### src/rtl/board_pkg.sv
// Shared board geometry, colour type, scanner states and the row-slice rule.
package board_pkg;

  localparam int unsigned BOARD_ROWS  = 8;
  localparam int unsigned BOARD_COLS  = 8;
  localparam int unsigned BOARD_CELLS = BOARD_ROWS * BOARD_COLS;
  localparam int unsigned ROW_W       = 3;
  localparam int unsigned COL_W       = 3;

  typedef logic [2:0] colour_t;

  typedef enum logic [1:0] {
    ST_IDLE,
    ST_FETCH,
    ST_EMIT,
    ST_FIN
  } scan_state_t;

  // Row r occupies cells[8r+7:8r]; bit c of the slice is column c.
  function automatic logic [BOARD_COLS-1:0] row_slice(
    input logic [BOARD_CELLS-1:0] cells,
    input logic [ROW_W-1:0]       row
  );
    return cells[{row, 3'b000} +: BOARD_COLS];
  endfunction

endpackage

### src/rtl/board_scanner.sv
// Fetches the 8x8 board row by row and streams every cell as CELL_PX x CELL_PX
// pixel beats (x, y, colour) over a valid/ready handshake.
module board_scanner
  import board_pkg::*;
#(
  parameter int unsigned CELL_PX      = 4,
  parameter int unsigned X_W          = 8,
  parameter colour_t     ALIVE_COLOUR = 3'b111,
  parameter colour_t     DEAD_COLOUR  = 3'b000
) (
  input  logic                  clk,
  input  logic                  reset,
  input  logic                  start,
  output logic [ROW_W-1:0]      rd_row,
  input  logic [BOARD_COLS-1:0] rd_val,
  output logic                  plot_valid,
  input  logic                  plot_ready,
  output logic [X_W-1:0]        plot_x,
  output logic [X_W-1:0]        plot_y,
  output colour_t               plot_colour,
  output logic                  busy,
  output logic                  done
);

  localparam int unsigned SH   = $clog2(CELL_PX);
  localparam int unsigned PX_W = (SH == 0) ? 1 : SH;
  localparam logic [PX_W-1:0]  PX_LAST  = PX_W'(CELL_PX - 1);
  localparam logic [COL_W-1:0] COL_LAST = COL_W'(BOARD_COLS - 1);
  localparam logic [ROW_W-1:0] ROW_LAST = ROW_W'(BOARD_ROWS - 1);

  scan_state_t           state_q, state_d;
  logic [ROW_W-1:0]      row_q, row_d;
  logic [COL_W-1:0]      col_q, col_d;
  logic [PX_W-1:0]       px_q, px_d;
  logic [PX_W-1:0]       py_q, py_d;
  logic [BOARD_COLS-1:0] buf_q, buf_d;
  logic [X_W-1:0]        x_d, y_d;
  colour_t               colour_d;

  // Next state, pixel counters (px innermost, then col, then py) and output values.
  always_comb begin
    state_d = state_q;
    row_d   = row_q;
    col_d   = col_q;
    px_d    = px_q;
    py_d    = py_q;
    buf_d   = buf_q;
    unique case (state_q)
      ST_IDLE: begin
        if (start) begin
          state_d = ST_FETCH;
          row_d   = '0;
          col_d   = '0;
          px_d    = '0;
          py_d    = '0;
        end
      end
      ST_FETCH: begin
        buf_d   = rd_val;
        state_d = ST_EMIT;
      end
      ST_EMIT: begin
        if (plot_valid && plot_ready) begin
          if (px_q != PX_LAST) begin
            px_d = px_q + PX_W'(1);
          end else begin
            px_d = '0;
            if (col_q != COL_LAST) begin
              col_d = col_q + COL_W'(1);
            end else begin
              col_d = '0;
              if (py_q != PX_LAST) begin
                py_d = py_q + PX_W'(1);
              end else begin
                py_d = '0;
                if (row_q == ROW_LAST) begin
                  state_d = ST_FIN;
                end else begin
                  row_d   = row_q + ROW_W'(1);
                  state_d = ST_FETCH;
                end
              end
            end
          end
        end
      end
      ST_FIN: begin
        state_d = ST_IDLE;
      end
      default: begin
        state_d = ST_IDLE;
      end
    endcase
    x_d      = (X_W'(col_d) << SH) + X_W'(px_d);
    y_d      = (X_W'(row_d) << SH) + X_W'(py_d);
    colour_d = buf_d[col_d] ? ALIVE_COLOUR : DEAD_COLOUR;
  end

  // State, counters, row snapshot and registered outputs.
  always_ff @(posedge clk or posedge reset) begin
    if (reset) begin
      state_q     <= ST_IDLE;
      row_q       <= '0;
      col_q       <= '0;
      px_q        <= '0;
      py_q        <= '0;
      buf_q       <= '0;
      rd_row      <= '0;
      plot_valid  <= 1'b0;
      plot_x      <= '0;
      plot_y      <= '0;
      plot_colour <= DEAD_COLOUR;
      busy        <= 1'b0;
      done        <= 1'b0;
    end else begin
      state_q     <= state_d;
      row_q       <= row_d;
      col_q       <= col_d;
      px_q        <= px_d;
      py_q        <= py_d;
      buf_q       <= buf_d;
      rd_row      <= row_d;
      plot_valid  <= (state_d == ST_EMIT);
      plot_x      <= x_d;
      plot_y      <= y_d;
      plot_colour <= colour_d;
      busy        <= (state_d != ST_IDLE);
      done        <= (state_d == ST_FIN);
    end
  end

endmodule

### config.mk
export PLATFORM = sky130hd
export DESIGN_NAME = board_scanner
export DESIGN_NICKNAME = d
export VERILOG_FILES = /design/src/rtl/board_pkg.sv /design/src/rtl/board_scanner.sv
export SDC_FILE = /design/constraint.sdc
export NUM_CORES = 1
export LEC_CHECK = 0
export CAP_MARGIN = 20
export CORE_MARGIN = 2
export CORE_UTILIZATION = 48
export DETAILED_ROUTE_END_ITERATION = 8
export GPL_TIMING_DRIVEN = 0
export PLACE_DENSITY_LB_ADDON = 0.25
export SKIP_LAST_GASP = 1
export SLEW_MARGIN = 0
export SYNTH_ARGS = -nofsm -noshare
export SYNTH_HDL_FRONTEND = slang
export SYNTH_SLANG_ARGS = --single-unit
### constraint.sdc
create_clock -name clk -period 2.1 [get_ports clk]
set_input_delay 0.42 -clock clk [delete_from_list [all_inputs] [get_ports clk]]
set_output_delay 0.42 -clock clk [all_outputs]
set_load 0.01 [all_outputs]
Word level (Yosys, flattened, before mapping). Cells that the tools add are included.

Register bits: 38. Input port bits: 12. Output and inout bits: 25. Word-level logic and storage cells: 64.

Add/sub/neg operators: 6. $lt $le $gt $ge: 1. Eq/ne operators: 9. Mux-type cells: 33. Reduce and logical (&&, ||, !) cells: 3.

Operators with widths (number): $mux 3 (11); $mux 2 (14); $add 5x2->6 (2); $pmux 3 s2 (2); $eq 2x2->1 const B (4); $mux 8 (1); $pmux 2 s2 (2); $pmux 2 s4 (1); $add 3x1->3 const B (2); $add 2x1->2 const B (2); $lt 3x4->1 const B (1); $ne 2x2->1 const B (2); $bmux 1 s3 (1); $eq 3x3->1 const B (1); $ne 3x3->1 const B (1); $eq 2x1->1 const B (1); $logic_not 2->1 (1); $reduce_bool 2->1 (1); $logic_and 1x1->1 (1); $mux 1 (1).

Longest topological paths before layout.
Depth after elaboration: 8. Gate-level depth with buffers: 9. Gate-level depth less buffers: 7.

Least setup slack after synthesis. Ideal clock, no wire load.

Kind: register -> register. Start point: reg col_q[0]. End point: reg plot_colour[1]. Setup time: 0.065 ns. Data arrival time: 1.838 ns. Setup slack: 0.197 ns. Stages on the path, launching flop included: 9. Clock period less this slack: 1.903 ns. Path through: dfrtp_1 > ha_1 > ha_1 > clkbuf_1 > nor2_1 > nor4b_1 > nor3b_2 > o32ai_1 > mux2_2.

Word-level cells in the longest chain between the ends: 8. Elaborated cells between the ends (all ways): 10. Classes of those cells: add/sub (1); eq/ne (1); mux (8).

Ends and longest elaborated chain: start: declaration (RTL line board_scanner.sv:33) `logic [COL_W-1:0] col_q, col_d;`; start signal: assignment (RTL line board_scanner.sv:118) `col_q <= col_d;`; $add 3x1->3 / $ne 3x3->1 (equally long branches) (RTL line board_scanner.sv:69, board_scanner.sv:68); $mux 3 (RTL line board_scanner.sv:68) `if (col_q != COL_LAST) begin`; $mux 3 (RTL line board_scanner.sv:64) `if (px_q != PX_LAST) begin`; $mux 3 (RTL line board_scanner.sv:63) `if (plot_valid && plot_ready) begin`; $pmux 3 s2 (*) (RTL line board_scanner.sv:48) `unique case (state_q)`; $bmux 1 s3 (*) (RTL line board_scanner.sv:96) `colour_d = buf_d[col_d] ? ALIVE_COLOUR : DEAD_COLOUR;`; $mux 1 (not written as such) (*) (RTL line board_scanner.sv:96); $mux 3 (*) (RTL line board_scanner.sv:96); end signal: assignment (RTL line board_scanner.sv:126) `plot_colour <= colour_d;`; end: declaration (RTL line board_scanner.sv:20) `output colour_t plot_colour,`.

Every way passes the cells marked *; elsewhere a longest branch is shown, timed or not. The select of a mux whose other input is x is not followed.

Final worst setup path.
Start point: in start. End point: reg plot_colour[1].

Word-level cells in the longest chain between the ends: 5.

Ends and longest elaborated chain: start: declaration (RTL line board_scanner.sv:13) `input logic start,`; $mux 3 (RTL line board_scanner.sv:50) `if (start) begin`; $pmux 3 s2 (RTL line board_scanner.sv:48); $bmux 1 s3 (RTL line board_scanner.sv:96); $mux 1 (not written as such) (RTL line board_scanner.sv:96); $mux 3 (RTL line board_scanner.sv:96).

No other way between the ends. The select of a mux whose other input is x is not followed.

==> results.py <==
metrics = {
    "run_status": {
        "outcome": "complete, but fails checks",
        "violations": "DRC",
    },
    "routing": {
        "drt_wl_total_um": 3210,
        "wl_per_cell_um": 15.0,
        "vias_per_cell": 5.67,
        "drtIter0Drc": 35,
        "drc": 2,
        "ant_nets": 0,
        "vias": 1213,
        "firstDrtPassIters": 6,
    },
    "clocking": {
        "clockBufferDepth": 2,
        "post_cts.repair.setup_buffers": 0,
        "htreeDepth": 1,
        "cts_made_buffers": 3,
        "ctsHoldBuffers": 0,
        "cts_tree": "yes",
        "clock_latency_ns": 0.32,
        "clk_pin_slew_ns": 0.13,
        "clock-sinks": 24,
        "ctsRootBufferMaster": "clkbuf_4",
    },
    "synthesis": {
        "ys_seq_elements": 24,
        "synth_common_cells": "24 x dfrtp_1, 14 x nor2_1, 13 x buf_4, 11 x nand2_1, 10 x inv_1",
        "netlist_instances": 146,
        "synth_area_leaders": "dfrtp_1 42%, buf_4 6.8%, ha_1 4.4%, mux2i_1 4.2%, nor2_1 3.7%",
        "ys_warn_count": 0,
        "synth_seq_area_share": 0.420,
        "synth_flop_cell": "dfrtp_1",
        "synth_edf_count": 0,
        "syn_avg_cell_area_um2": 9.80,
        "synth.most_common_cell": "dfrtp_1",
        "yosys.area.top_type": "dfrtp_1",
        "yosys.area.top_type_share": 0.420,
        "netlist_area_mm2": 0.00143,
        "async_reset_ff_frac": 1.00,
        "ys_types": 38,
    },
    "setup_path": {
        "endpoint_kind": "flip-flop",
        "r2r_cells": 7,
        "start_kind": "input port",
        "arrival_ns": 2.20,
        "crit_buf_inv": 1,
        "path_delay_family": "buffers and inverters",
        "slowest_stage": "clkdlybuf4s50_1",
        "worstPathCellList": "clkdlybuf4s50_1 > nor3b_4 > a211o_1 > a21oi_1 > o22ai_1 > o32ai_1 > mux2_4",
        "reg2reg_to": "plot_colour[1]",
        "critical_path_class": "in2reg",
        "worstPathMaxFanout": 7,
        "cpPeakStageDelay_ns": 0.60,
        "r2r_setup_slack_ns": 0.13,
        "cp.required_ns": 2.32,
    },
    "layout": {
        "fin_area_mm2": 0.00185,
        "drive_above_1_share": 0.180,
        "diodes": 0,
        "multi_input_area_um2": 716,
        "fin_util": 0.659,
        "fillers": 230,
        "finalNetCount": 202,
        "seq_area_um2": 601,
        "synthToLayoutAreaGrowth_pct": 29.3,
    },
    "floorplan": {
        "coreArea_mm2": 0.00281,
        "die_height_um": 58.6,
        "ios": 37,
        "fp-row-count": 19,
        "fp.dieW_um": 58.6,
        "die_area_mm2": 0.00343,
        "start_util": 0.510,
    },
    "place": {
        "dp_hpwl_um": 2330,
        "io_buffers": 30,
        "placed_area_mm2": 0.00179,
        "place.gp.congestion": 0.848,
    },
    "timing": {
        "finalMaxSlewViolations": 0,
        "fmax_mhz": 506,
        "slew_headroom": 0.391,
        "fin_skew_ns": 0.00875,
        "setup_viol": 0,
        "period_share": 0.941,
        "rsz0062_at_grt": "false",
        "period_minus_slack_ns": 1.98,
        "hold_viol": 0,
        "finalSetupTns_ns": 0,
        "worstMarginPinSlew_ns": 0.913,
    },
    "min_path": {
        "hold_path.startpoint": "buf_q[7]",
        "hold_depth": 2,
        "hold_path.class": "reg2reg",
        "worstHoldEndpoint": "buf_q[7]",
    },
    "global_routing": {
        "grt_first_pass_wirelength_um": 5260,
        "grt_max_degree": 25,
        "first_global_vias": 1153,
        "antenna_found_initial": 0,
        "overflow": 0,
        "grt.total_usage": 0.200,
    },
    "job": {
        "drv_cap": 0,
    },
    "pwr": {
        "peakVddDrop_mv": 0.586,
        "p_per_area_mw_per_mm2": 961,
        "leakage_nw": 0.871,
    },
}
through the flow:
step | hold WS [ns] | setup WS, ns | power [mW] | instances
4_1_cts | 0.538 | 0.000813 | 1.75 | 215
6_report | 0.539 | 0.123 | 1.78 | 214
3_5_place_dp | 0.507 | -0.269 | 1.54 | 212
5_1_grt | 0.574 | 0.00340 | 1.89 | 214
2_1_floorplan | 0.435 | 0.197 | 1.26 | 151
3_3_place_gp | 0.495 | -0.201 | 1.51 | 212
cell usage in the layout, fill, tap and decap left out, drive strengths merged, types with 2 or more instances in the layout:
cell / instances
a21oi: 8
a22o: 4
a31oi: 4
buf: 17
clkbuf: 4
clkdlybuf4s50: 30
conb: 6
dfrtp: 24
ha: 5
inv: 10
mux2: 4
mux2i: 7
nand2: 12
nand3: 4
nand4: 2
nor2: 14
nor2b: 2
nor3: 3
nor3b: 3
nor4b: 5
o21ai: 2
o32ai: 2
cell families (layout without fill, tap and decap cells):
kind of cell    after synthesis  count (layout)  share of synthesized area
mux                          11              11                     0.0910
flops                        24              24                      0.420
buf+inv                      29              61                      0.118
compound gates               30              30                      0.155
fa+ha+maj                     5               5                     0.0437
other cells                   1               6                    0.00262
simple gates                 46              46                      0.170
what timing repair did:
item,in CTS,in global routing
gates cloned,0,0
setup endpoints to repair,1,1
gates resized for setup,1,9
pin swaps,0,1
layer usage:
| metal | GRT usage | vias up | part of all wire |
|---|---|---|---|
| met5 | 0 | - | 0 |
| met4 | 0.0747 | 0 | 0.013 |
| met3 | 0.0198 | 5 | 0.036 |
| li1 | - | 576 | - |
| met1 | 0.269 | 601 | 0.46 |
| met2 | 0.337 | 31 | 0.49 |
cell type report:
type | instances | share of cell area
clock buffer | 3 | 0.0122
tap | 31 | 0.0210
inverter | 10 | 0.0203
sequential | 24 | 0.325
buffer | 18 | 0.0724
timing repair buffer | 30 | 0.162
multi-input combinational | 98 | 0.387
report_power, final:
group / total, mW / internal, mW / switching [mW] / leakage (nW)
Clock: 0.205 / 0.0671 / 0.138 / 0.0138
Combinational: 0.898 / 0.461 / 0.437 / 0.549
Sequential: 0.674 / 0.601 / 0.0729 / 0.308
Total: 1.78 / 1.13 / 0.648 / 0.871
worst reg2reg max path: cells and delay by family, from the launching register on:
family	cells	cell delay, ns
buf+inv	1	0.17
fa+ha+maj	1	0.22
mux	1	0.19
flops	1	0.44
compound gates	3	0.77
simple gates	1	0.14
how the worst max path moves through the flow:
| stage | cells after the start | startpoint | slack, ns | to |
|---|---|---|---|---|
| 2_1_floorplan | 8 | col_q[0] | 0.20 | plot_colour[1] |
| 5_1_grt | 9 | flip-flop | 0.003 | plot_colour[1] |
| 3_5_place_dp | 7 | start | -0.27 | plot_colour[1] |
| 6_report | 7 | start | 0.12 | plot_colour[1] |
| 4_1_cts | 8 | col_q[0] | 0.0008 | plot_colour[1] |
| 3_3_place_gp | 7 | start | -0.20 | plot_colour[1] |
Note: power is estimated with default switching activity, not from simulation.
